**src/rtl/accel_pkg.sv**
```systemverilog
// Shared types and default widths for the accumulate unit.
//   acc_state_t      : controller states of the reduction FSM
//   DEFAULT_BITWIDTH : default operand/accumulator width
//   DEFAULT_LEN_W    : default width of the vector-length field
package accel_pkg;

  typedef enum logic [1:0] {
    IDLE   = 2'd0,
    ACCUM  = 2'd1,
    OUTPUT = 2'd2
  } acc_state_t;

  localparam int DEFAULT_BITWIDTH = 16;
  localparam int DEFAULT_LEN_W    = 8;

endpackage

```
**src/rtl/accumulate_unit_adder.sv**
```systemverilog
// Two's-complement adder/subtractor, modulo 2^BITWIDTH.
//   a, b     : operands
//   subtract : 1 = a - b, 0 = a + b
//   sum      : result; the carry-out is not produced
module accumulate_unit_adder
  import accel_pkg::*;
#(
  parameter int BITWIDTH = DEFAULT_BITWIDTH
) (
  input  logic [BITWIDTH-1:0] a,
  input  logic [BITWIDTH-1:0] b,
  input  logic                subtract,
  output logic [BITWIDTH-1:0] sum
);

  logic [BITWIDTH-1:0] b_eff_s;
  logic [BITWIDTH-1:0] cin_s;

  // Subtraction is a + ~b + 1; the +1 enters as the carry-in.
  always_comb begin
    b_eff_s = b ^ {BITWIDTH{subtract}};
    cin_s   = {{(BITWIDTH-1){1'b0}}, subtract};
    sum     = a + b_eff_s + cin_s;
  end

endmodule

```
**src/rtl/accumulate_unit.sv**
```systemverilog
// Sequential reduction stage: folds a handshaked operand stream into a
// running sum and emits one result per programmed vector length.
//   clk, rst            : clock, synchronous active-high reset
//   start, cfg_len      : begin a reduction of cfg_len beats (IDLE only)
//   in_valid/in_ready   : operand handshake; in_data, in_sub per beat
//   out_valid/out_ready : result handshake; out_data held until accepted
//   busy                : high whenever the FSM is not IDLE
//   beat_cnt            : beats accepted in the current reduction
module accumulate_unit
  import accel_pkg::*;
#(
  parameter int BITWIDTH = DEFAULT_BITWIDTH,
  parameter int LEN_W    = DEFAULT_LEN_W
) (
  input  logic                clk,
  input  logic                rst,
  input  logic                start,
  input  logic [LEN_W-1:0]    cfg_len,
  input  logic                in_valid,
  output logic                in_ready,
  input  logic [BITWIDTH-1:0] in_data,
  input  logic                in_sub,
  output logic                out_valid,
  input  logic                out_ready,
  output logic [BITWIDTH-1:0] out_data,
  output logic                busy,
  output logic [LEN_W-1:0]    beat_cnt
);

  acc_state_t          state_q, state_d;
  logic [BITWIDTH-1:0] acc_q, acc_d;
  logic [LEN_W-1:0]    beat_cnt_q, beat_cnt_d;
  logic [LEN_W-1:0]    len_q, len_d;
  logic [BITWIDTH-1:0] out_data_q, out_data_d;
  logic                in_ready_q, in_ready_d;
  logic                out_valid_q, out_valid_d;
  logic                busy_q, busy_d;

  logic [BITWIDTH-1:0] sum_s;
  logic [LEN_W-1:0]    beat_cnt_inc_s;

  accumulate_unit_adder #(
    .BITWIDTH(BITWIDTH)
  ) u_adder (
    .a        (acc_q),
    .b        (in_data),
    .subtract (in_sub),
    .sum      (sum_s)
  );

  // Next-state, datapath and output-flag logic.
  always_comb begin
    state_d        = state_q;
    acc_d          = acc_q;
    beat_cnt_d     = beat_cnt_q;
    len_d          = len_q;
    out_data_d     = out_data_q;
    beat_cnt_inc_s = beat_cnt_q + {{(LEN_W-1){1'b0}}, 1'b1};

    case (state_q)
      IDLE: begin
        if (start) begin
          len_d      = cfg_len;
          acc_d      = {BITWIDTH{1'b0}};
          beat_cnt_d = {LEN_W{1'b0}};
          if (cfg_len != {LEN_W{1'b0}}) begin
            state_d = ACCUM;
          end else begin
            // Empty vector: the result is zero and is presented at once.
            state_d    = OUTPUT;
            out_data_d = {BITWIDTH{1'b0}};
          end
        end else begin
          state_d = IDLE;
        end
      end
      ACCUM: begin
        if (in_valid && in_ready_q) begin
          acc_d      = sum_s;
          beat_cnt_d = beat_cnt_inc_s;
          // Last beat when the incremented count reaches the length;
          // reusing the increment avoids a separate len-1 subtractor.
          if (beat_cnt_inc_s == len_q) begin
            out_data_d = sum_s;
            state_d    = OUTPUT;
          end else begin
            state_d = ACCUM;
          end
        end else begin
          state_d = ACCUM;
        end
      end
      OUTPUT: begin
        if (out_ready) begin
          state_d = IDLE;
        end else begin
          state_d = OUTPUT;
        end
      end
      default: begin
        state_d = IDLE;
      end
    endcase

    // Flags are registered from the next state so they track state_q exactly.
    in_ready_d  = (state_d == ACCUM);
    out_valid_d = (state_d == OUTPUT);
    busy_d      = (state_d != IDLE);
  end

  // State, datapath and output registers with synchronous reset.
  always_ff @(posedge clk) begin
    if (rst) begin
      state_q     <= IDLE;
      acc_q       <= {BITWIDTH{1'b0}};
      beat_cnt_q  <= {LEN_W{1'b0}};
      len_q       <= {LEN_W{1'b0}};
      out_data_q  <= {BITWIDTH{1'b0}};
      in_ready_q  <= 1'b0;
      out_valid_q <= 1'b0;
      busy_q      <= 1'b0;
    end else begin
      state_q     <= state_d;
      acc_q       <= acc_d;
      beat_cnt_q  <= beat_cnt_d;
      len_q       <= len_d;
      out_data_q  <= out_data_d;
      in_ready_q  <= in_ready_d;
      out_valid_q <= out_valid_d;
      busy_q      <= busy_d;
    end
  end

  assign in_ready  = in_ready_q;
  assign out_valid = out_valid_q;
  assign out_data  = out_data_q;
  assign busy      = busy_q;
  assign beat_cnt  = beat_cnt_q;

endmodule
```
**config.mk**
```make
export PLATFORM = sky130hd
export DESIGN_NAME = accumulate_unit
export DESIGN_NICKNAME = d
export VERILOG_FILES = /design/src/rtl/accel_pkg.sv /design/src/rtl/accumulate_unit_adder.sv /design/src/rtl/accumulate_unit.sv
export SDC_FILE = /design/constraint.sdc
export NUM_CORES = 1
export LEC_CHECK = 0
export ABC_CLOCK_PERIOD_IN_PS = 3900
export BUFFER_PORTS_ARGS = -buffer_cell sky130_fd_sc_hd__buf_4
export CORE_UTILIZATION = 56
export CTS_CLUSTER_DIAMETER = 100
export DETAILED_ROUTE_END_ITERATION = 6
export GPL_TIMING_DRIVEN = 0
export PLACE_DENSITY_LB_ADDON = 0.2
export SKIP_CTS_REPAIR_TIMING = 1
export SYNTH_ARGS = -nofsm -noshare
export SYNTH_HDL_FRONTEND = slang
export SYNTH_SLANG_ARGS = --single-unit
```
**constraint.sdc**
```tcl
create_clock -name clk -period 3.9 [get_ports clk]
set_input_delay 0.78 -clock clk [delete_from_list [all_inputs] [get_ports clk]]
set_output_delay 0.78 -clock clk [all_outputs]
set_load 0.01 [all_outputs]
```
==> flow_metrics.env, run 1 <==
export IMPL_status="completed"
export IMPL_drt_vias_per_instance=5.94
export IMPL_yosysMostFrequentCell="dfxtp_1"
export IMPL_yosysUniqueCellTypes=65
export IMPL_criticalPathCategory="in2reg"
export IMPL_drv_cap=0
export IMPL_finalClockSkew_ns=0.00634
export IMPL_worst_slew_pin_slew_ns=0.711
export IMPL_setup_violations=0
export IMPL_hpwl_mm=5.93
export IMPL_required_ns=4.11
export IMPL_die_area_um2=5920
export IMPL_syn_inst=372
export IMPL_cp_max_fo=16
export IMPL_antenna_found_initial=0
export IMPL_met2_usage_pct=41.3
export IMPL_synth_edf_count=0
export IMPL_avgRoutedWirePerCell_um=15.5
export IMPL_finalSetupTns_ns=0
export IMPL_met3_usage_pct=4.76
export IMPL_cts_tree="done"
export IMPL_drive_gt1_share_pct=19.6
export IMPL_ys_top_cells_by_area="dfxtp_1 34%, xor2_1 6.1%, nand2_1 6.1%"
export IMPL_clk_path_buf_depth=2
export IMPL_p_per_area_nw_per_um2=306
export IMPL_n_antenna_cell=0
export IMPL_numCtsBuffers=5
export IMPL_synth_top_area_share_pct=33.7
export IMPL_peakVddDrop_uv=220
export IMPL_post_route_min_period_ns=3.42
export IMPL_clock_latency_ns=0.30
export IMPL_start_util_pct=59.7
export IMPL_crit_path_end_kind="flop"
export IMPL_initialDrtViolationCount=274
export IMPL_area_growth_synth_to_final_pct=18.6
export IMPL_rsz0062_at_grt="false"
export IMPL_gp_congestion=0.874
export IMPL_top_usage_layer="met2"
export IMPL_grt_overflow=0
export IMPL_grt_max_degree=17
export IMPL_fmax_mhz=292
export IMPL_coreArea_um2=5270
export IMPL_die_h_um=76.9
export IMPL_grt_use_total_pct=27.1
export IMPL_dieWidth_um=76.9
export IMPL_power_mw=1.14
export IMPL_cts_max_level=2
export IMPL_num_vias=2986
export IMPL_num_rows=26
export IMPL_ant_nets=0
export IMPL_synth_nets=418
export IMPL_fill_cells=459
export IMPL_nets=478
export IMPL_drtPass1Iterations=5
export IMPL_grt_met1_usage_pct=39.8
export IMPL_ys_seq_area_share_pct=33.7
export IMPL_synth_common_cells="53 x dfxtp_1, 51 x nand2_1, 36 x a21oi_1"
export IMPL_cts_root_buffer="clkbuf_8"
export IMPL_synth_seq_cells=53
export IMPL_hold_viol=0
export IMPL_drv_slew=0
export IMPL_grt_pass1_wl_mm=12.8
export IMPL_synthesis_area_um2=3140
export IMPL_ys_flop_type="dfxtp_1"
export IMPL_hold_class="reg2reg"
export IMPL_relSlewSlack_pct=52.2
export IMPL_yosysWarnings=0
export IMPL_grt_pass1_vias=2641
export IMPL_finalCritPeriodShare_pct=87.8
export IMPL_cp_start_kind="primary input"
export IMPL_cts_sink_count=53
export IMPL_drt_total_wl_mm=7.80
export IMPL_clk_pin_slew_ns=0.10
export IMPL_io_pins=57
export IMPL_drc=0
export IMPL_cp_arrival_ns=3.63
export IMPL_p_leak_nw=1.56
export IMPL_numPortBuffers=54
export IMPL_synth_top_area_cell="dfxtp_1"
export IMPL_syn_area_per_cell_um2=8.45
export IMPL_async_reset_ff_share_pct=0
## sequential cells by signal (all words and copies together) (netlist names)
register,count
beat_cnt,8
busy,1
out_valid,1
out_data,16
state_q,2
acc_q,16
len_q,8
in_ready,1
## report_power, final
part	leakage [nW]	internal, mW	switching, mW
logic	1.08	0.0999	0.143
clock network	0.0512	0.145	0.189
registers	0.429	0.554	0.0123
total	1.56	0.799	0.344
## through the flow
stage	setup slack (ns)	hold WS [ns]	cells	area, um2	utilization [%]
3_5_place_dp	-0.0722	0.448	496	3640	69.0
6_report	0.477	0.468	503	3730	70.8
2_1_floorplan	0.568	0.441	372	3140	-
4_1_cts	0.263	0.469	504	3730	70.8
5_1_grt	0.217	0.497	503	3730	70.8
3_3_place_gp	-0.0283	0.439	496	3640	69.0
## area by class of cell
class | count | area [um2] | share of cell area (%)
plain buffers | 16 | 90.1 | 2.42
clock buffers | 6 | 82.6 | 2.21
clock inverters | 2 | 13.8 | 0.369
inverters | 4 | 15.0 | 0.403
multi-input cells | 298 | 1970 | 52.9
flip-flops and latches | 53 | 1060 | 28.4
well taps | 70 | 87.6 | 2.35
repair buffers | 54 | 405 | 10.9
## critical path, stage by stage
cell and delay [ns]:
buf_2 0.40, xor2_1 0.19, fa_1 0.46, a21oi_1 0.23, and4b_1 0.23, nor4_1 0.63
o31ai_1 0.17, a21oi_1 0.20, xnor2_1 0.13, a32o_1 0.21
## path summary, 6_finish.rpt
kind,from,to,slack (ns),cells past startpoint
setup / recovery,in_sub,acc_q[14],0.48,10
hold / removal,acc_q[10],acc_q[10],0.47,2
setup reg to reg,acc_q[0],acc_q[14],0.94,9
hold reg to reg,acc_q[10],acc_q[10],0.47,2
## logic make-up after synthesis
family          after synthesis  synth area share [%]
simple gates                138                  22.0
compound gates              106                  23.4
flops                        53                  33.7
xor+xnor                     35                  9.75
buf+inv                      21                  3.46
fa+ha+maj                    16                  6.61
mux                           3                 0.995
## cell usage in the layout, fill, tap and decap left out, types with 3 or more instances in the layout
cell / synthesis / layout
buf_4: 1 / 55
clkbuf_1: 8 / 8
nor4_1: 5 / 5
nand3_1: 11 / 11
nand2_1: 51 / 51
a22o_1: 8 / 8
o21a_1: 3 / 3
o21ai_0: 13 / 13
nor2_1: 28 / 28
nand3b_1: 4 / 4
buf_6: 3 / 3
and2_1: 3 / 3
dfxtp_1: 53 / 53
xor2_1: 22 / 22
inv_1: 4 / 4
a21o_1: 3 / 3
xnor2_1: 13 / 13
a211oi_1: 4 / 4
a22oi_1: 4 / 4
a221oi_1: 3 / 3
ha_1: 15 / 15
buf_2: 3 / 3
o2bb2ai_1: 7 / 7
clkbuf_8: 0 / 6
a21oi_1: 36 / 36
nor3_1: 5 / 5
or3_1: 6 / 6
nor2b_1: 5 / 5
## metal layers
metal	vias to the layer above	wire, um	share of wire, %
met5	-	0	0
met1	1402	3730	48
met4	0	62	0.80
met3	8	528	6.8
li1	1472	-	-
met2	104	3470	45
(Power assumes the default switching activity.)
==> inputs of run 2 (changes only) <==
- CORE_ASPECT_RATIO: unset -> 1.1
==> flow_metrics.env, run 2 (synthesis results as in run 1) <==
export IMPL_status="completed"
export IMPL_die_area_um2=5920
export IMPL_wl_met1_mm=3.35
export IMPL_hold_class="reg2reg"
export IMPL_power_mw=1.26
export IMPL_crit_buf_inv=2
export IMPL_cts_tree="done"
export IMPL_r2r_start="acc_q[0]"
export IMPL_num_vias=3031
export IMPL_p_comb_share_pct=19.2
export IMPL_finalCritPeriodShare_pct=96.7
export IMPL_cts_root_buffer="clkbuf_8"
export IMPL_area_growth_synth_to_final_pct=20.3
export IMPL_criticalPathCategory="in2reg"
export IMPL_relSlewSlack_pct=46.8
export IMPL_hpwl_mm=5.99
export IMPL_drc=0
export IMPL_dieWidth_um=73.4
export IMPL_p_leak_nw=1.58
export IMPL_cts_max_level=2
export IMPL_ant_nets=0
export IMPL_die_h_um=80.6
export IMPL_cp_common_cell="a21oi_1"
export IMPL_antenna_found_initial=0
export IMPL_required_ns=4.11
export IMPL_clk_pin_slew_ns=0.10
export IMPL_finalSetupTns_ns=0
export IMPL_fmax_mhz=265
export IMPL_drv_slew=0
export IMPL_grt_max_degree=18
export IMPL_seq_area_um2=1060
export IMPL_n_antenna_cell=0
export IMPL_coreArea_um2=5400
export IMPL_seqPwrFrac_pct=45.0
export IMPL_final_common_cell="buf_4"
export IMPL_gp_congestion=0.938
export IMPL_cp_start_kind="primary input"
export IMPL_clk_path_buf_depth=2
export IMPL_num_rows=28
export IMPL_rsz0062_at_grt="false"
export IMPL_p_sw_share_pct=27.4
export IMPL_topRoutingLayerUsed="met4"
export IMPL_nets=479
export IMPL_slowest_stage="nor4_1"
export IMPL_grt_pass1_wl_mm=12.4
export IMPL_numPortBuffers=54
export IMPL_grt_overflow=0
export IMPL_cp_max_fo=10
export IMPL_crit_start="in_sub"
export IMPL_finalHoldWorstSlack_ns=0.467
export IMPL_drt_total_wl_mm=8.02
export IMPL_grt_pass1_vias=2742
export IMPL_crit_chain="buf_2 > buf_1 > xor2_1 > ha_1 > a21oi_1 > and4b_1 > nor4_1 > o31ai_1 > a21oi_1 > xnor2_1 > a32o_1"
export IMPL_peakVddDrop_uv=193
export IMPL_cp_arrival_ns=3.98
export IMPL_final_cell_mix="55 x buf_4, 53 x dfxtp_1, 51 x nand2_1"
export IMPL_start_util_pct=58.3
export IMPL_pwr_share_clk_pct=35.8
export IMPL_multi_input_area_um2=1970
export IMPL_cts_sink_count=53
export IMPL_avgRoutedWirePerCell_um=15.8
export IMPL_post_route_min_period_ns=3.77
export IMPL_wl_met3_um=404
export IMPL_initialDrtViolationCount=139
export IMPL_drtPass1Iterations=5
export IMPL_wl_met2_mm=3.98
export IMPL_crit_path_end_kind="flop"
export IMPL_clock_latency_ns=0.31
export IMPL_io_pins=57
export IMPL_drv_cap=0
export IMPL_path_delay_family="simple AND/OR/NAND/NOR gates"
export IMPL_fill_cells=480
export IMPL_hold_viol=0
export IMPL_internal_power_uw=913
export IMPL_setup_violations=0
export IMPL_numCtsBuffers=5
export IMPL_p_per_area_nw_per_um2=333
export IMPL_drive_gt1_share_pct=19.6
export IMPL_critPathMaxStageDelay_ns=0.69
export IMPL_drt_vias_per_instance=5.95
export IMPL_p_switching_uw=345
export IMPL_finalClockSkew_ns=0.0114
export IMPL_hold_start="acc_q[8]"
export IMPL_grt_use_total_pct=27.4
export IMPL_worst_slew_pin_slew_ns=0.791
-- run 2: changes by cell type in the layout (fill, tap and decap cells not counted), sizes merged --
cell    before  now
clkinv       2    0
bufinv       0    2
clkbuf      14   13
buf         62   63
inv          4    5
-- run 2: metal layers --
metal	GRT usage, %	vias to the layer above
met1	31.7	1423
met4	13.5	0
li1	-	1470
met3	4.39	28
met5	0	-
met2	48.3	110
-- run 2: power by group through the flow --
stage	logic [mW]	clock network, mW	registers (mW)
6_report	0.242	0.450	0.566
3_5_place_dp	0.237	0	0.579
4_1_cts	0.239	0.457	0.566
3_3_place_gp	0.232	0	0.578
5_1_grt	0.263	0.478	0.568
2_1_floorplan	0.165	0	0.577
-- run 2: final cells by class --
class,instances,area share (%)
plain buffers,17,2.48
clock buffers,5,1.82
clock inverters,3,1.82
inverters,4,0.397
multi-input cells,298,52.2
flip-flops and latches,53,28.1
well taps,75,2.48
repair buffers,54,10.7
-- run 2: final timing paths --
| check | cells past startpoint | slack, ns | endpoint |
|---|---|---|---|
| max | 11 | 0.13 | acc_q[14] |
| max reg2reg | 9 | 0.88 | acc_q[14] |
| min reg2reg | 2 | 0.47 | acc_q[8] |
| min | 2 | 0.47 | acc_q[8] |
-- run 2: per-stage QoR --
stage               utilization [%]  std cells  cell area (um2)  worst slack, ns
detailed placement             67.5        501             3640          -0.0995
finish                         70.1        509             3780            0.130
CTS                            70.1        509             3780            0.219
global route                   70.1        509             3780           0.0355
global placement               67.5        501             3640          -0.0434
floorplan                         -        372             3140            0.568
-- run 2: tightest hold or removal path, cell delays in order, from the launching register on --
cell     delay [ns]
dfxtp_1        0.32
nand2_1        0.05
a21oi_1        0.05
